==> config.mk <==
export PLATFORM = sky130hd
export DESIGN_NAME = adc_spi_multi_flat
export DESIGN_NICKNAME = d
export VERILOG_FILES = /design/src/rtl/adc_spi_multi_if.sv /design/src/rtl/adc_spi_multi.sv /design/src/flat_wrapper.sv
export SDC_FILE = /design/constraint.sdc
export NUM_CORES = 1
export LEC_CHECK = 0
export BUFFER_PORTS_ARGS = -buffer_cell sky130_fd_sc_hd__buf_2
export CAP_MARGIN = 20
export CORE_AREA = 8 8 75 77
export DETAILED_ROUTE_END_ITERATION = 8
export DIE_AREA = 0 0 83 85
export GPL_ROUTABILITY_DRIVEN = 1
export PLACE_DENSITY = 0.82
export RECOVER_POWER = 25
export SYNTH_ARGS = -nofsm -noshare
export SYNTH_HDL_FRONTEND = slang
export SYNTH_SLANG_ARGS = --single-unit
export TNS_END_PERCENT = 5
==> constraint.sdc <==
create_clock -name clk -period 2.91 [get_ports clk]
set_input_delay 0.582 -clock clk [delete_from_list [all_inputs] [get_ports clk]]
set_output_delay 0.582 -clock clk [all_outputs]
set_load 0.02 [all_outputs]
==> src/rtl/adc_spi_multi_if.sv <==
// Bus bundle for the multi-channel SPI ADC reader: control requests,
// per-channel serial data, shared SPI strobes and the packed result.
interface adc_spi_multi_if #(
  parameter int NUM_CH = 2,
  parameter int DATA_W = 12
);
  logic                     read;
  logic                     continuous;
  logic                     recalibrate;
  logic [NUM_CH-1:0]        sdo;
  logic                     cs;
  logic                     sclk;
  logic [NUM_CH*DATA_W-1:0] value;
  logic                     valid;
  logic                     busy;

  // Controller / ADC side: issues requests, supplies serial data.
  modport master (
    output read, continuous, recalibrate, sdo,
    input  cs, sclk, value, valid, busy
  );

  // Reader side.
  modport slave (
    input  read, continuous, recalibrate, sdo,
    output cs, sclk, value, valid, busy
  );
endinterface

==> src/rtl/adc_spi_multi.sv <==
// Multi-channel SPI ADC reader: one shared cs/sclk, one sdo per ADC.
// Every frame captures all channels at once; dummy (recalibration) frames
// run the identical waveform but leave value untouched and never strobe valid.
module adc_spi_multi #(
  parameter int NUM_CH     = 2,
  parameter int DATA_W     = 12,
  parameter int FRAME_BITS = 16,
  parameter int LEAD_BITS  = 4,
  parameter int CLK_DIV    = 4,
  parameter int QUIET_CYC  = 4
) (
  input  logic             clk,
  input  logic             reset,
  adc_spi_multi_if.slave   bus
);

  localparam int DIV_W = (CLK_DIV > 1) ? $clog2(CLK_DIV) : 1;
  localparam int BIT_W = $clog2(FRAME_BITS + 1);
  localparam int QCW   = (QUIET_CYC > 1) ? $clog2(QUIET_CYC) : 1;

  typedef enum logic [1:0] {IDLE, SETUP, SHIFT, QUIET} state_t;

  state_t                   state, state_nxt;
  logic [DIV_W-1:0]         div_cnt, div_nxt;
  logic                     phase, phase_nxt;     // 0: sclk low half, 1: sclk high half
  logic [BIT_W-1:0]         bit_cnt, bit_nxt;
  logic [QCW-1:0]           q_cnt, q_nxt;
  logic                     dummy, dummy_nxt;     // current frame is a recalibration frame
  logic                     recal_pending, recal_nxt;
  logic                     sample_en;
  logic                     load_en;
  logic                     div_end;
  logic                     q_end;
  logic [BIT_W-1:0]         cap_idx;
  logic [DATA_W-1:0]        sr [NUM_CH];
  logic [NUM_CH*DATA_W-1:0] value_q;
  logic                     valid_q;

  assign div_end = (div_cnt == DIV_W'(CLK_DIV - 1));
  assign q_end   = (q_cnt == QCW'(QUIET_CYC - 1));
  // Bits before the lead window wrap to large values, so one compare
  // selects exactly the DATA_W data bits.
  assign cap_idx = bit_cnt - BIT_W'(LEAD_BITS);

  // State and sequencing counters.
  always_ff @(posedge clk) begin
    if (reset) begin
      state         <= IDLE;
      div_cnt       <= '0;
      phase         <= 1'b0;
      bit_cnt       <= '0;
      q_cnt         <= '0;
      dummy         <= 1'b0;
      recal_pending <= 1'b0;
    end else begin
      state         <= state_nxt;
      div_cnt       <= div_nxt;
      phase         <= phase_nxt;
      bit_cnt       <= bit_nxt;
      q_cnt         <= q_nxt;
      dummy         <= dummy_nxt;
      recal_pending <= recal_nxt;
    end
  end

  // Frame sequencing: next state, counters and datapath strobes.
  always_comb begin
    state_nxt = state;
    div_nxt   = div_cnt;
    phase_nxt = phase;
    bit_nxt   = bit_cnt;
    q_nxt     = q_cnt;
    dummy_nxt = dummy;
    recal_nxt = recal_pending | bus.recalibrate;
    sample_en = 1'b0;
    load_en   = 1'b0;
    unique case (state)
      IDLE: begin
        // Recalibration wins; a simultaneous read is dropped, not queued.
        if (recal_pending || bus.recalibrate) begin
          state_nxt = SETUP;
          dummy_nxt = 1'b1;
          recal_nxt = 1'b0;
          div_nxt   = '0;
        end else if (bus.read || bus.continuous) begin
          state_nxt = SETUP;
          dummy_nxt = 1'b0;
          div_nxt   = '0;
        end
      end
      SETUP: begin
        if (div_end) begin
          state_nxt = SHIFT;
          div_nxt   = '0;
          phase_nxt = 1'b0;
          bit_nxt   = '0;
        end else begin
          div_nxt = div_cnt + 1'b1;
        end
      end
      SHIFT: begin
        if (!div_end) begin
          div_nxt = div_cnt + 1'b1;
        end else begin
          div_nxt = '0;
          if (!phase) begin
            phase_nxt = 1'b1;
            sample_en = (cap_idx < BIT_W'(DATA_W));
          end else begin
            phase_nxt = 1'b0;
            if (bit_cnt == BIT_W'(FRAME_BITS - 1)) begin
              state_nxt = QUIET;
              q_nxt     = '0;
              load_en   = !dummy;
            end else begin
              bit_nxt = bit_cnt + 1'b1;
            end
          end
        end
      end
      QUIET: begin
        if (q_end) begin
          state_nxt = IDLE;
        end else begin
          q_nxt = q_cnt + 1'b1;
        end
      end
      default: state_nxt = IDLE;
    endcase
  end

  // Per-channel shift registers and the result register, kept separate so
  // value only ever changes as a whole at end of frame.
  always_ff @(posedge clk) begin
    if (reset) begin
      value_q <= '0;
      valid_q <= 1'b0;
      for (int unsigned ch = 0; ch < NUM_CH; ch++) begin
        sr[ch] <= '0;
      end
    end else begin
      valid_q <= load_en;
      for (int unsigned ch = 0; ch < NUM_CH; ch++) begin
        if (sample_en) begin
          sr[ch] <= DATA_W'({sr[ch], bus.sdo[ch]});
        end
        if (load_en) begin
          value_q[ch*DATA_W +: DATA_W] <= sr[ch];
        end
      end
    end
  end

  assign bus.cs    = !((state == SETUP) || (state == SHIFT));
  assign bus.sclk  = !((state == SHIFT) && !phase);
  assign bus.busy  = (state != IDLE);
  assign bus.value = value_q;
  assign bus.valid = valid_q;

endmodule
==> src/flat_wrapper.sv <==
// flat-port wrapper written by rule: the top's interface ports become plain ports
module adc_spi_multi_flat 
#(
  parameter int NUM_CH     = 2,
  parameter int DATA_W     = 12,
  parameter int FRAME_BITS = 16,
  parameter int LEAD_BITS  = 4,
  parameter int CLK_DIV    = 4,
  parameter int QUIET_CYC  = 4
)
  (clk, reset, bus_read, bus_continuous, bus_recalibrate, bus_sdo, bus_cs, bus_sclk, bus_value, bus_valid, bus_busy);
  adc_spi_multi_if #(.NUM_CH(NUM_CH), .DATA_W(DATA_W)) bus_i ();
  input  logic clk;
  input  logic reset;
  input wire logic [$bits(bus_i.read)-1:0] bus_read;
  input wire logic [$bits(bus_i.continuous)-1:0] bus_continuous;
  input wire logic [$bits(bus_i.recalibrate)-1:0] bus_recalibrate;
  input wire logic [$bits(bus_i.sdo)-1:0] bus_sdo;
  output wire logic [$bits(bus_i.cs)-1:0] bus_cs;
  output wire logic [$bits(bus_i.sclk)-1:0] bus_sclk;
  output wire logic [$bits(bus_i.value)-1:0] bus_value;
  output wire logic [$bits(bus_i.valid)-1:0] bus_valid;
  output wire logic [$bits(bus_i.busy)-1:0] bus_busy;
  assign bus_i.read = bus_read;
  assign bus_i.continuous = bus_continuous;
  assign bus_i.recalibrate = bus_recalibrate;
  assign bus_i.sdo = bus_sdo;
  assign bus_cs = bus_i.cs;
  assign bus_sclk = bus_i.sclk;
  assign bus_value = bus_i.value;
  assign bus_valid = bus_i.valid;
  assign bus_busy = bus_i.busy;
  adc_spi_multi #(.NUM_CH(NUM_CH), .DATA_W(DATA_W), .FRAME_BITS(FRAME_BITS), .LEAD_BITS(LEAD_BITS), .CLK_DIV(CLK_DIV), .QUIET_CYC(QUIET_CYC)) u_core (.clk(clk), .reset(reset), .bus(bus_i));
endmodule
==> flow_summary.toml <==
[sta]
period_minus_slack_ns = 2.16
hold_viol_final = 0
maxSlewHeadroom = 0.225
rsz0062_at_grt = "no"
fin_setup_tns_ns = 0
setup_slack_ns = 0.746
max_freq_ghz = 0.462
worst_pin_slew_ns = 1.16
fin_skew_ns = 0.00534
slew_viol_final = 0
fin_hold_ws_ns = 0.451
finalSetupViolCount = 0
period_share = 0.744

[clock_network]
clock_path_buffers = 2
cts.repair.resized = 0
clk_pin_slew_ns = 0.07
ctsHoldBuffers = 0
htree_levels = 3
cts_tree = "done"
cts_root_buffer = "clkbuf_8"
post-cts-setup-buffers = 0
cts_sinks = 63
cts_inserted_buffers = 9
clock_latency_ns = 0.33

[grt]
track_usage = 0.139
grt_pass1_vias = 1801
grt_max_degree = 28
overflow = 0
grt_pass1_wl_um = 7940
antenna_found_initial = 0

[floorplanning]
dieWidth_um = 83
io_pins = 35
fp.dieH_um = 85
dieArea_um2 = 7060
initial_core_util = 0.580
rows = 25
coreArea_um2 = 4540

[finish]
finalCoreUtilization = 0.664
nets = 316
fillers = 360
register_area_um2 = 1500
antenna_cells = 0
syn2layout_area_growth_pct = 14.5
final_cell_mix = "nand2_1, dfxtp_1, a21oi_1, and2_1, clkbuf_1"
drive_gt1_frac = 0.0993
multi_input_comb_area_um2 = 1010
mostFrequentLayoutCell = "nand2_1"

[place]
port_buffers = 34
dpl.hpwl_um = 3140
gp_congestion = 0.774
place_ws_ns = 0.764

[route]
num_vias = 1835
drc = 0
drt_pass1_iterations = 4
totalWireLength_um = 4730
vias_per_cell = 5.15
ant_nets = 0
drt_iter0_drc = 123
avgRoutedWirePerCell_um = 13.3

[worst_setup_path]
endpoint = "u_core.bus.value[14]"
reg2reg_to = "u_core.bus.value[14]"
cp_max_fo = 25
r2r-start = "u_core.state[0]"
crit_type = "reg2reg"
worst_setup_path_end_kind = "flip-flop"
rrSetupSlack_ns = 0.75
cp-startpoint = "u_core.state[0]"
required_ns = 3.07
r2r_cells = 6
cp-start-kind = "flip-flop"
critical_path_arrival_ns = 2.33

[synth]
synth_top_area_frac = 0.297
ys_seq_elements = 63
synth.area.top_cells = "dfxtp_1, edfxtp_1, nand2_1"
synth_enable_flop_cells = 24
ys.flop_type = "dfxtp_1"
syn_avg_cell_area_um2 = 10.0
ys_seq_area_frac = 0.571
yosys_warnings = 0
syn_inst = 263
syn_nets = 282
synth.distinct_cells = 36
async_reset_ff_frac = 0
synth_area_leader_cell = "dfxtp_1"
synth_area_um2 = 2630

[run]
cap_viol_max_count = 0

[power]
leakagePower_nw = 1.13
power.density_nw_per_um2 = 715
vdd_ir_drop_max_mv = 0.362
power.total_mw = 2.15

[worst_hold_path]
hold_path_class = "reg2reg"

[outcome]
outcome = "finished, final reports clean"
## cells in the mapped netlist, types with 3 or more instances
cell type and n:
and2_1 28, nand2_1 50, clkbuf_1 4, edfxtp_1 24, buf_4 4, dfxtp_1 39
buf_2 3, inv_1 10, nor2_1 18, mux2i_1 3, nand3_1 4, a21oi_1 32
o21ai_0 4, ha_1 12
## sequential cells by signal (all words and copies together) (netlist names)
signal                cells
u_core.div_cnt            2
u_core.phase              1
u_core.sr                24
u_core.bus.valid          1
u_core.dummy              1
u_core.bit_cnt            5
u_core.state              2
u_core.recal_pending      1
u_core.q_cnt              2
u_core.bus.value         24
## where the power goes
part           internal [mW]  total [mW]  switching [mW]
combinational         0.0959       0.251           0.155
clock                  0.589       0.920           0.330
sequential             0.952       0.982          0.0294
## layer usage
layer	track usage	vias up	routed length [um]
met5	0	-	0
met4	0.0767	0	84
met3	0.0623	11	303
met2	0.217	33	2140
met1	0.155	848	2200
li1	-	943	-
## kinds of logic (layout without fill, tap and decap cells)
kind of cell               count (synthesis)  count (layout)  share of synthesized area
and+or+nand+nor                          116             116                      0.216
muxes                                      3               3                     0.0114
AOI/OAI and AO/OA                         44              44                     0.0928
buffers and inverters                     23              62                     0.0457
adders and majority gates                 12              12                     0.0571
xor gates and xnor gates                   2               2                    0.00666
DFF                                       63              63                      0.571
## worst min-delay path by stage
stage	depth (start not counted)	slack, ns	startpoint	endpoint
after floorplan	2	0.45	u_core.div_cnt[1]	u_core.div_cnt[1]
after global placement	2	0.44	u_core.bus.value[11]	u_core.bus.value[11]
after detailed placement	2	0.44	u_core.bus.value[9]	u_core.bus.value[9]
after CTS	2	0.45	u_core.bus.value[9]	u_core.bus.value[9]
after global routing	2	0.48	u_core.bus.value[17]	u_core.bus.value[17]
final	2	0.45	u_core.bus.value[9]	u_core.bus.value[9]
## critical path: stages, from the launching register on
cell	delay, ns
dfxtp_1	0.35
inv_1	0.11
ha_1	0.37
nand2_2	0.14
or3_1	0.72
nand2_1	0.20
a21oi_1	0.09
## final cells by class
type,count,area share
Sequential cell,63,0.499
Tap cell,54,0.0224
Inverter,10,0.0125
Multi-Input combinational cell,177,0.335
Clock buffer,10,0.0457
Clock inverter,6,0.0357
Timing Repair Buffer,36,0.0499
## metrics by stage
| stage | cell area [um2] | cells |
|---|---|---|
| 2_1_floorplan | 2630 | 263 |
| 3_3_place_gp | 2800 | 340 |
| 3_5_place_dp | 2800 | 340 |
| 4_1_cts | 3050 | 356 |
| 5_1_grt | 3010 | 356 |
| 6_report | 3010 | 356 |
Power figures use the tool's default switching activity.
